`config.mk`:
```
export PLATFORM = sky130hd
export DESIGN_NAME = cc_dispatch_c
export DESIGN_NICKNAME = d
export VERILOG_FILES = /design/src/rtl/cc_dispatch_pkg.sv /design/src/rtl/cc_dispatch_slot.sv /design/src/rtl/cc_dispatch_c.sv
export SDC_FILE = /design/constraint.sdc
export NUM_CORES = 1
export LEC_CHECK = 0
export ABC_AREA = 1
export CAP_MARGIN = 10
export CORE_AREA = 4 4 77 50
export DETAILED_ROUTE_END_ITERATION = 8
export DIE_AREA = 0 0 81 54
export GPL_TIMING_DRIVEN = 0
export PLACE_DENSITY = 0.88
export SYNTH_ARGS = -nofsm -noshare
export SYNTH_HDL_FRONTEND = slang
export SYNTH_HIERARCHICAL = 1
export SYNTH_SLANG_ARGS = --single-unit
```
`constraint.sdc`:
```
create_clock -name CC_DISPATCH_C_CLOCK_50 -period 2.9 [get_ports CC_DISPATCH_C_CLOCK_50]
set_input_delay 0.29 -clock CC_DISPATCH_C_CLOCK_50 [delete_from_list [all_inputs] [get_ports CC_DISPATCH_C_CLOCK_50]]
set_output_delay 0.29 -clock CC_DISPATCH_C_CLOCK_50 [all_outputs]
set_load 0.005 [all_outputs]
```
`src/rtl/cc_dispatch_pkg.sv`:
```
// Shared encodings for the two-way stream dispatcher.
package cc_dispatch_pkg;

  typedef enum logic {
    CC_DISPATCH_MODE_SELECT = 1'b0,
    CC_DISPATCH_MODE_RR     = 1'b1
  } mode_e;

  typedef enum logic {
    CH0 = 1'b0,
    CH1 = 1'b1
  } ch_e;

endpackage

```
`src/rtl/cc_dispatch_slot.sv`:
```
// One-entry output buffer: data register, valid flag and wrapping accept counter.
module cc_dispatch_slot #(
  parameter int unsigned DW = 8,
  parameter int unsigned CW = 8
) (
  input  logic          clk,
  input  logic          rst,
  input  logic          load_i,
  input  logic [DW-1:0] data_i,
  input  logic          ready_i,
  output logic [DW-1:0] data_o,
  output logic          valid_o,
  output logic [CW-1:0] count_o
);

  logic [DW-1:0] data_q, data_d;
  logic          valid_q, valid_d;
  logic [CW-1:0] count_q, count_d;

  // A load in the same cycle as a drain wins, keeping the slot full.
  always_comb begin
    data_d  = data_q;
    valid_d = valid_q;
    count_d = count_q;
    if (load_i) begin
      data_d  = data_i;
      valid_d = 1'b1;
      count_d = count_q + CW'(1);
    end else if (valid_q && ready_i) begin
      valid_d = 1'b0;
    end
  end

  always_ff @(posedge clk) begin
    if (rst) begin
      data_q  <= '0;
      valid_q <= 1'b0;
      count_q <= '0;
    end else begin
      data_q  <= data_d;
      valid_q <= valid_d;
      count_q <= count_d;
    end
  end

  assign data_o  = data_q;
  assign valid_o = valid_q;
  assign count_o = count_q;

endmodule

```
`src/rtl/cc_dispatch_c.sv`:
```
// Two-way stream dispatcher: steers each input word to one of two one-entry
// channels, by select bit or round-robin, with per-channel word counts.
module cc_dispatch_c
  import cc_dispatch_pkg::*;
#(
  parameter int unsigned NUMBER_DATAWIDTH  = 8,
  parameter int unsigned NUMBER_COUNTWIDTH = 8
) (
  input  logic                         CC_DISPATCH_C_CLOCK_50,
  input  logic                         CC_DISPATCH_C_RESET_InHigh,
  input  logic [NUMBER_DATAWIDTH-1:0]  CC_DISPATCH_C_data_In,
  input  logic                         CC_DISPATCH_C_valid_In,
  input  logic                         CC_DISPATCH_C_select_In,
  input  logic                         CC_DISPATCH_C_mode_In,
  output logic                         CC_DISPATCH_C_ready_Out,
  output logic [NUMBER_DATAWIDTH-1:0]  CC_DISPATCH_C_data0_Out,
  output logic [NUMBER_DATAWIDTH-1:0]  CC_DISPATCH_C_data1_Out,
  output logic                         CC_DISPATCH_C_valid0_Out,
  output logic                         CC_DISPATCH_C_valid1_Out,
  input  logic                         CC_DISPATCH_C_ready0_In,
  input  logic                         CC_DISPATCH_C_ready1_In,
  output logic [NUMBER_COUNTWIDTH-1:0] CC_DISPATCH_C_count0_Out,
  output logic [NUMBER_COUNTWIDTH-1:0] CC_DISPATCH_C_count1_Out
);

  ch_e  pointer_q, pointer_d;
  ch_e  target;
  logic rr_mode;
  logic accept;
  logic load0, load1;

  // ready_Out is a function of slot state only, never of valid_In.
  always_comb begin
    rr_mode = (mode_e'(CC_DISPATCH_C_mode_In) == CC_DISPATCH_MODE_RR);
    target  = rr_mode ? pointer_q : ch_e'(CC_DISPATCH_C_select_In);
    if (target == CH0)
      CC_DISPATCH_C_ready_Out = !CC_DISPATCH_C_valid0_Out || CC_DISPATCH_C_ready0_In;
    else
      CC_DISPATCH_C_ready_Out = !CC_DISPATCH_C_valid1_Out || CC_DISPATCH_C_ready1_In;
    accept    = CC_DISPATCH_C_valid_In && CC_DISPATCH_C_ready_Out;
    load0     = accept && (target == CH0);
    load1     = accept && (target == CH1);
    pointer_d = pointer_q;
    if (accept && rr_mode)
      pointer_d = (pointer_q == CH0) ? CH1 : CH0;
  end

  always_ff @(posedge CC_DISPATCH_C_CLOCK_50) begin
    if (CC_DISPATCH_C_RESET_InHigh)
      pointer_q <= CH0;
    else
      pointer_q <= pointer_d;
  end

  cc_dispatch_slot #(
    .DW(NUMBER_DATAWIDTH),
    .CW(NUMBER_COUNTWIDTH)
  ) u_slot0 (
    .clk     (CC_DISPATCH_C_CLOCK_50),
    .rst     (CC_DISPATCH_C_RESET_InHigh),
    .load_i  (load0),
    .data_i  (CC_DISPATCH_C_data_In),
    .ready_i (CC_DISPATCH_C_ready0_In),
    .data_o  (CC_DISPATCH_C_data0_Out),
    .valid_o (CC_DISPATCH_C_valid0_Out),
    .count_o (CC_DISPATCH_C_count0_Out)
  );

  cc_dispatch_slot #(
    .DW(NUMBER_DATAWIDTH),
    .CW(NUMBER_COUNTWIDTH)
  ) u_slot1 (
    .clk     (CC_DISPATCH_C_CLOCK_50),
    .rst     (CC_DISPATCH_C_RESET_InHigh),
    .load_i  (load1),
    .data_i  (CC_DISPATCH_C_data_In),
    .ready_i (CC_DISPATCH_C_ready1_In),
    .data_o  (CC_DISPATCH_C_data1_Out),
    .valid_o (CC_DISPATCH_C_valid1_Out),
    .count_o (CC_DISPATCH_C_count1_Out)
  );

endmodule

```
# Word level (Yosys, flattened, before mapping)
# Index checks and enable logic that the tools add are counted.
dict set report word_totals {
  ff_bits 35
  in_bits 15
  output_inout_bits 35
  elab_cells 29
}
dict set report op_classes {
  n_addsub 2
  n_mux 7
  n_bitwise 1
  n_reduce_logical 12
}
# op count
set ops {}
lappend ops {{$add 8x1->8 const B} 2}
lappend ops {{$mux 1} 7}
lappend ops {{$logic_and 1x1->1} 6}
lappend ops {{$reduce_bool 2->1} 2}
lappend ops {{$logic_not 1->1} 2}
lappend ops {{$logic_or 1x1->1} 2}
lappend ops {{$not 1->1} 1}

# Longest topological paths before layout
# Gate-level depths: netlist (run 1).
dict set report logic_depth {
  word_depth 6
  ltp_mapped 10
  depth_no_buf 10
}

# Hierarchy
# The synthesis (run 1) kept the hierarchy.
# mod instances cells_per_inst area_each_um2 seq_area_each_um2
set by_module_without_submodules {}
lappend by_module_without_submodules {cc_dispatch_slot 2 87 654.4 340.3}
lappend by_module_without_submodules {cc_dispatch_c 1 25 130.1 20.0}

# Worst setup path before layout (run 1)
# Ideal clock, no wire load.
dict set report synth_path {
  kind {reg-to-reg}
  from {register pointer_q}
  to {register u_slot1.count_q[6] (netlist: u_slot1/count_o[6])}
  setup_ns 0.114
  t_arrival_ns 1.208
  t_required_ns 2.786
  setup_slack_ns 1.579
  path_stages_with_launch 10
  path_buffers 0
  synth_period_minus_slack_ns 1.321
  cell_sequence {dfxtp_1 -> inv_1 -> nand2_1 -> nand3_2 -> nor2_1 -> nand3_1 -> nor2_1 -> nand2_1 -> nand2_1 -> nor2_1}
}
dict set report synth_between {
  elab_chain_cells 4
}
# item line_no
set synth_lines {}
lappend synth_lines {{start, declared} cc_dispatch_c.sv:26} ;# ch_e pointer_q, pointer_d;
lappend synth_lines {{start signal, assigned} cc_dispatch_c.sv:52} ;# pointer_q <= pointer_d;
lappend synth_lines {{$mux 1 (*)} cc_dispatch_c.sv:35} ;# target = rr_mode ? pointer_q : ch_e'(CC_DISPATCH_C_select_In);
lappend synth_lines {{$mux 1} cc_dispatch_c.sv:36} ;# if (target == CH0)
lappend synth_lines {{$logic_and 1x1->1} cc_dispatch_c.sv:40} ;# accept = CC_DISPATCH_C_valid_In && CC_DISPATCH_C_ready_Out;
lappend synth_lines {{$logic_and 1x1->1 (*)} cc_dispatch_c.sv:42} ;# load1 = accept && (target == CH1);
lappend synth_lines {{via load1} cc_dispatch_c.sv:30} ;# logic load0, load1;
lappend synth_lines {{end signal, assigned} cc_dispatch_slot.sv:42} ;# count_q <= count_d;
lappend synth_lines {{end, declared} cc_dispatch_slot.sv:18} ;# logic [CW-1:0] count_q, count_d;
# The timed path passes the listed nets; every way through them passes the cells marked *.
# A chain may end at the register's enable or synchronous reset.

# Final worst setup path (run 1)
dict set report layout_path {
  from {input CC_DISPATCH_C_mode_In}
  to {output CC_DISPATCH_C_ready_Out}
}
dict set report layout_between {
  elab_chain_cells 2
}
# item line_no
set layout_lines {}
lappend layout_lines {{start, declared} cc_dispatch_c.sv:14} ;# input logic CC_DISPATCH_C_mode_In,
lappend layout_lines {{$mux 1} cc_dispatch_c.sv:35}
lappend layout_lines {{$mux 1} cc_dispatch_c.sv:36}
lappend layout_lines {{end, declared} cc_dispatch_c.sv:15} ;# output logic CC_DISPATCH_C_ready_Out,
# Every way passes these cells.

==> results.txt, run 1 <==
The total of cells resized after clock tree synthesis is 0. Data on the critical path is required at its endpoint by 2.61 ns. The floorplan die height came out at roughly 54 um. The detailed placer's ending HPWL came out at 2.76 mm. The via density per instance is roughly 4.7. In this run the worst hold path is classified as reg -> reg.

The hold violation count in the final report was 0. For this run, the number of standard cells in the final layout without fillers is between 300 and 400. Along the worst path, the maximum fanout reaches 4. Counting tap cells, the placed design contains a total of 293 instances.

The clock-pin transition on the worst setup and hold timing paths is 0.06 ns. The initial cell density of the core is 45.5%. For the worst setup path, the data arrival time is 1.63 ns. The average cell area after synthesis came out at 7.23 um^2. After synthesis, the largest family of logic cells by area is simple AND/OR/NAND/NOR gates. Buffers inserted during clock tree synthesis total 5. The max-capacitance violation count is 0. The die outline width is between 80 and 90 um. The number of distinct library cells after synthesis is 17. The later pin in the worst-skew pair is clocked with a latency of slightly below 0.3 ns.

The deepest level of the CTS H-tree came out at 2. The number of diodes came out at 0. The cell family contributing the most delay on the critical path is buffers and inverters. The headroom to the max-slew limit came out at between 70% and 80%. In this run the clock root is driven by a clkbuf_8. The post-synthesis sequential element count came out at 35. The worst setup path is of the in -> out kind. The number of antenna violations at the first check in global routing came out at 0.

The first-iteration detailed-routing DRC count is 84. STA classifies the critical path endpoint as an output pin. Once detail routing completed, the nets flagged for antenna violations numbered 0. TritonCTS built the clock tree. Dividing the final minimum period by the clock period gives about two thirds. STA classifies the critical path startpoint as an input port. After Yosys synthesis, XOR and XNOR cells account for 0% of the synthesized area.

The via count of the first global-routing pass was 1276. The run finished with clean final reports. The layout cell share with drive strength beyond 1 is 7.81%. The largest net degree at the start of global routing is 11.

The highest clock frequency the design can meet is between 500 and 600 MHz. The number of standard cells after synthesis came out at slightly below 200. The transition at the pin with the smallest max-transition slack came out at 0.427 ns. The first global-routing pass estimated 5.73 mm of wire. The worst stage delay on the critical path is 0.53 ns. The portion of netlist area occupied by mux cells came out at 0%. The total global-route track usage is between 10% and 20%.

The number of hold buffers added after CTS came out at 0. The post-synthesis instance area came out at 1440 um^2. The final RePlAce weighted congestion is 0.809. The residual DRC count is 0. The area of the placeable core came out at 3160 um^2. The first detailed-routing pass took 4 iterations. The time the final worst path needs with I/O delays and setup came out at approximately 1.9 ns. The I/O pin total came out at 50. The max-slew violation total from the final report came out at 0.

The total congestion overflow is 0. The fraction of the mapped netlist area in adder cells is under 10%. Synthesis produced a netlist with a net count of 216. The floorplan row count is 16. The synthesized netlist devotes 12.9% of its cell area to compound gates.

The die outline area is 4370 um^2. The total number of yosys warnings is 6. The setup TNS is 0 ns. Setup repair after global routing left no endpoint under its margin. The worst IR drop on VDD is about 0.33 mV.

For this design, the slowest cell found on the critical path is clkdlybuf4s50_1. The number of post-CTS setup repair buffers is 0. Counting every sink on the clock net gives 35. After Yosys synthesis, and, or, nand and nor cells account for 29.0% of the synthesized area. Counting both buffers and inverters, the worst setup path holds a total of 3. For this run, the post-layout net count is around 270. The average wire per standard cell came out at 11.6 um. The wire length after detailed routing came out at around 3.5 mm. Summed over all cells, the static leakage comes to 0.902 nW.

The total number of vias came out at about 1400. The library cells used most frequently in the layout, excluding fill and tap cells, are nor2_1 (49), clkdlybuf4s50_1 (49), dfxtp_1 (35). The layout overhead on the synthesized area came out at 45.0%. The ratio of total power to cell area came out at 509 nW/um^2. The count of input and output buffers came out at 49. The count of endpoints failing setup in the final report came out at 0. The worst clock skew came out at around 0.0058 ns. The maximum number of buffers from clock root to sink is 2. Traced cell by cell, the critical path runs through clkdlybuf4s50_1 -> inv_2 -> nand2_2 -> nand3_2 -> nand2_2 -> clkdlybuf4s50_1. The sequential-to-total area share from yosys stat came out at 48.7%.
## through the flow
step           cell area, um^2  utilization [%]  setup WS, ns  hold slack (ns)  power, mW
4_1_cts                   2090             65.9         0.974            0.488       1.07
3_3_place_gp              1990             62.8         0.809            0.463      0.690
6_report                  2090             65.9         0.978            0.482       1.06
2_1_floorplan             1440                -          1.58            0.359      0.599
5_1_grt                   2090             65.9         0.920            0.512       1.12
3_5_place_dp              1990             62.8         0.772            0.476      0.693
## Yosys cell counts
cell type  count  area [um^2]
nand2_1       29          109
nor3_1         2         10.0
o21ai_1        8         40.0
clkinv_1       2         7.51
buf_2          4         20.0
nand3_2        2         20.0
dfxtp_1       35          701
nand3_1        7         35.0
nor2_4         2         22.5
nor2_1        49          184
inv_1         21         78.8
o21ai_0       14         70.1
ha_1           2         25.0
nand2_2        4         25.0
nand4_1        2         12.5
inv_2          1         3.75
a21oi_1       15         75.1
## state kept, by name (all words and copies together), names as in the netlist
signal and cells:
u_slot1/data_o 8, u_slot0/data_o 8, u_slot0/valid_o 1, u_slot1/valid_o 1
u_slot0/count_o 8, u_slot1/count_o 8, pointer_q 1
## final cells by class
type                       instances  area (um^2)
clock buffer                       8          100
sequential                        35          701
multi-input combinational        136          628
inverter                          24         90.1
timing repair buffer              49          490
buffer                             4         20.0
fill                             290         1080
tap                               45         56.3
## path summary, 6_finish.rpt
kind / from / to / slack [ns] / cells after the start
setup / recovery: CC_DISPATCH_C_mode_In / CC_DISPATCH_C_ready_Out / 0.98 / 6
hold / removal: u_slot0/valid_o$_SDFFE_PP0P_ / u_slot0/valid_o$_SDFFE_PP0P_ / 0.48 / 2
setup reg to reg: pointer_q$_SDFFE_PP0P_ / u_slot1/data_o[6]$_SDFFE_PP0P_ / 1.25 / 7
hold reg to reg: u_slot0/valid_o$_SDFFE_PP0P_ / u_slot0/valid_o$_SDFFE_PP0P_ / 0.48 / 2
## power by group
group	switching (mW)	leakage [nW]	internal [mW]	total, mW
Combinational	0.0697	0.564	0.0852	0.155
Clock	0.162	0.0515	0.216	0.379
Sequential	0.0192	0.287	0.508	0.527
Total	0.251	0.902	0.810	1.06
## logic make-up (layout without fill, tap and decap cells)
group	after synthesis	count (layout)
AO/OA/AOI/OAI	37	37
adder cells (fa/ha/maj)	2	2
buffers and inverters	28	85
flip-flops	35	35
AND/OR/NAND/NOR	97	97
## routing by layer
metal,share of wire (%),vias to the layer above,wire (um),GRT usage (%)
li1,-,741,-,-
met1,48,619,1690,23.1
met2,42,42,1470,25.5
met3,9.2,3,321,8.03
met4,0.54,0,19,6.74
met5,0,-,0,0
## worst min-delay path, cell delays in order, from the launching register on
cell and delay, ns:
dfxtp_1 0.32, nand2_1 0.06, a21oi_1 0.05
No activity file was read; power rests on OpenSTA's default activity.
==> inputs of run 2 (changes only) <==
--- a/config.mk
+++ b/config.mk
@@ -7,11 +7,11 @@
 export LEC_CHECK = 0
 export ABC_AREA = 1
 export CAP_MARGIN = 10
-export CORE_AREA = 4 4 77 50
+export CORE_AREA = 4 4 79 52
 export DETAILED_ROUTE_END_ITERATION = 8
-export DIE_AREA = 0 0 81 54
+export DIE_AREA = 0 0 83 56
 export GPL_TIMING_DRIVEN = 0
-export PLACE_DENSITY = 0.88
+export PLACE_DENSITY = 0.83
 export SYNTH_ARGS = -nofsm -noshare
 export SYNTH_HDL_FRONTEND = slang
 export SYNTH_HIERARCHICAL = 1
==> constraint.sdc (replaced) <==
create_clock -name CC_DISPATCH_C_CLOCK_50 -period 1.8 [get_ports CC_DISPATCH_C_CLOCK_50]
set_input_delay 0.18 -clock CC_DISPATCH_C_CLOCK_50 [delete_from_list [all_inputs] [get_ports CC_DISPATCH_C_CLOCK_50]]
set_output_delay 0.18 -clock CC_DISPATCH_C_CLOCK_50 [all_outputs]
set_load 0.005 [all_outputs]
==> run 2 against run 1 <==
  * Sequential power increased by 61%
  * Core utilization decreased by 5.3 points
  * Clock skew decreased by 0.0031 ns
  * Power increased by 61%
  * Critical path type unchanged
  * Largest cell class unchanged
  * Highest routed layer unchanged
==> results.txt, run 2 (synthesis gave the netlist of run 1 again) <==
The floorplan die height came out at 56 um (+3.7%). The residual DRC count came to 0 (unchanged). The capture point of the worst reg-to-reg path is u_slot1/count_o[6]$_SDFFE_PP0P_. The total power came out at 1.71 mW (+61%). STA classifies the critical path endpoint as an output pin. The number of hold buffers added after CTS is 0 (unchanged).

The worst IR drop on VDD is 0.549 mV (+67%). The average wire per standard cell is 11.3 um (-2.5%). The tightest min-delay check is of the reg -> reg type. The hold slack is 0.481 ns (-0.000369 ns).

The die outline width came out at 83 um (+2.5%). The ratio of total power to cell area came to 817 nW/um^2 (+61%). Tracing the worst setup path back leads to its startpoint at CC_DISPATCH_C_mode_In. The maximum number of buffers from clock root to sink is 2 (unchanged). Leaving out fill and tap cells, the most frequent cells in the layout are nor2_1 (49), clkdlybuf4s50_1 (49), dfxtp_1 (35). The worst clock skew is 0.00266 ns (-0.00313 ns). The total global-route track usage came out at 15.4% (-2.2 points). The finished layout cell area is 2090 um^2 (+0.12%).

The number of post-CTS setup repair buffers is 0 (unchanged). The total number of vias is 1440 (+2.5%). The latest clock arrival within the worst-skew pair came out at 0.28 ns (about the same). The number of diodes came out at 0 (unchanged). The total iterations of the first detailed-routing run is 4 (unchanged). The clock net sink count is 35 (unchanged). Setup repair after global routing left no endpoint under its margin. The via density per instance is 4.75 (+1.8%). STA classifies the critical path startpoint as an input port. The I/O pin total was 50 (unchanged). The data arrival time of the worst path came out at 1.49 ns (-0.14 ns).

The setup TNS is 0 ns (unchanged). The deepest level of the CTS H-tree came out at 2 (unchanged). The critical path ends at CC_DISPATCH_C_ready_Out.

The count of endpoints failing setup in the final report is 0 (unchanged). The initial cell density of the core is 41.8% (-3.7 points). The standby leakage power is 0.903 nW (+0.14%). The number of buffers added by the clock tree synthesis step is 5 (unchanged). The layout cell share with drive strength beyond 1 is 8.20% (+0.39 points). The maximum net fanout on the critical path is 4 (unchanged). The largest net degree at the start of global routing came out at 11 (unchanged). In this run the critical register-to-register path is launched from pointer_q$_SDFFE_PP0P_. The CTS tree is yes. The part of the cycle the worst path needs is 93.0%. The highest clock frequency the design can meet is 597 MHz. The wire length after detailed routing was 3.43 mm (-1.9%). The detailed placer's ending HPWL is 2.67 mm (-3.4%). The post-route non-filler standard cell count came out at 303 (+0.66%).

The cell at the root of the clock tree is clkbuf_8. The count of input and output buffers is 49 (unchanged). The standard cell with the maximum stage delay on the critical path is clkdlybuf4s50_1. The via count of the first global-routing pass was 1392 (+9.1%). The clock-pin transition on the worst setup and hold timing paths is 0.07 ns (about the same).

Among the stages of the critical path, the cell type that occurs most often is clkdlybuf4s50_1. The max-capacitance violation count came out at 0 (unchanged). The worst stage delay on the critical path came out at 0.52 ns (about the same).

From synthesis to final layout, the design area changed by 45.1%. The setup slack on the worst flop-to-flop path is 0.22 ns (-1.03 ns). The area of the placeable core is 3450 um^2 (+8.9%).

The die outline area came out at 4650 um^2 (+6.3%). The final RePlAce weighted congestion is 0.779 (-3.6%). The area after detailed placement came out at 1990 um^2 (+0.13%). The headroom to the max-slew limit is 71.8% (+0.32 points). The first-pass GRT wire length came to 5.84 mm (+1.8%). The final worst setup slack came out at 0.125 ns (-0.852 ns). The setup path with the least slack is of type in -> out. The floorplan row count came out at 17 (+1). The total congestion overflow is 0 (unchanged). The run finished with clean final reports. The hold violation count in the final report is 0 (unchanged). Walking the worst path, the cells encountered are clkdlybuf4s50_1 -> inv_2 -> nand2_1 -> nand3_2 -> nand2_2 -> clkdlybuf4s50_1. The total of cells resized after clock tree synthesis was 0 (unchanged). The smallest clock period supported by the final layout is computed as 1.67 ns. The max-slew violation total from the final report was 0 (unchanged). The required time reported for the critical path endpoint is 1.62 ns (-0.99 ns). The worst setup timing slack at the placement stage is -0.210 ns (-0.983 ns).

The transition at the pin with the smallest max-transition slack is 0.422 ns (-0.00485 ns). The net total in the final layout came out at 272 (unchanged). The cell depth of the worst flop-to-flop path is 9 (+2). The share of the core filled with cells was 60.6% (-5.3 points). The count of antenna-violating nets left after detailed routing is 0 (unchanged). The total placed cells including tap cells came out at 295 (+0.68%). The first-iteration detailed-routing DRC count is 28 (-67%).

The number of antenna violations at the first check in global routing came out at 0 (unchanged).
## run 2: cell count changes in the layout (fill, tap and decap cells not counted)
| cell | previous run | this run |
|---|---|---|
| clkinv_1 | 2 | 1 |
| inv_2 | 1 | 2 |
## run 2: critical path, delay by kind of cell
| family | cells | cell delay (ns) |
|---|---|---|
| buffers and inverters | 3 | 1.07 |
| AND/OR/NAND/NOR | 3 | 0.23 |
## run 2: how the worst min path moves through the flow
stage                                     end                            from  depth (start not counted)  slack (ns)
4_1_cts          u_slot0/valid_o$_SDFFE_PP0P_    u_slot0/valid_o$_SDFFE_PP0P_                          2        0.49
3_5_place_dp     u_slot0/valid_o$_SDFFE_PP0P_    u_slot0/valid_o$_SDFFE_PP0P_                          2        0.48
6_report         u_slot0/valid_o$_SDFFE_PP0P_    u_slot0/valid_o$_SDFFE_PP0P_                          2        0.48
5_1_grt          u_slot0/valid_o$_SDFFE_PP0P_    u_slot0/valid_o$_SDFFE_PP0P_                          2        0.51
2_1_floorplan    u_slot0/valid_o$_SDFFE_PP0P_      CC_DISPATCH_C_RESET_InHigh                          1        0.25
3_3_place_gp   u_slot1/data_o[6]$_SDFFE_PP0P_  u_slot1/data_o[6]$_SDFFE_PP0P_                          2        0.46
## run 2: area by class of cell
cell class	count	area, um^2
multi-input cells	136	628
repair buffers	49	490
clock buffers	8	100
well taps	47	58.8
fillers	334	1360
inverters	24	90.1
plain buffers	4	20.0
flip-flops and latches	35	701
## run 2: metal layers
layer | track usage, % | share of wire (%) | up-vias
li1 | - | - | 742
met1 | 17.9 | 47 | 653
met2 | 24.8 | 43 | 40
met3 | 7.10 | 9.3 | 5
met4 | 6.29 | 1.2 | 0
met5 | 0 | 0 | -
## run 2: power by group
group          total [mW]  leakage (nW)  internal, mW  switching [mW]
Sequential          0.848         0.287         0.819          0.0294
Clock               0.607        0.0515         0.349           0.258
Combinational       0.250         0.565         0.138           0.113
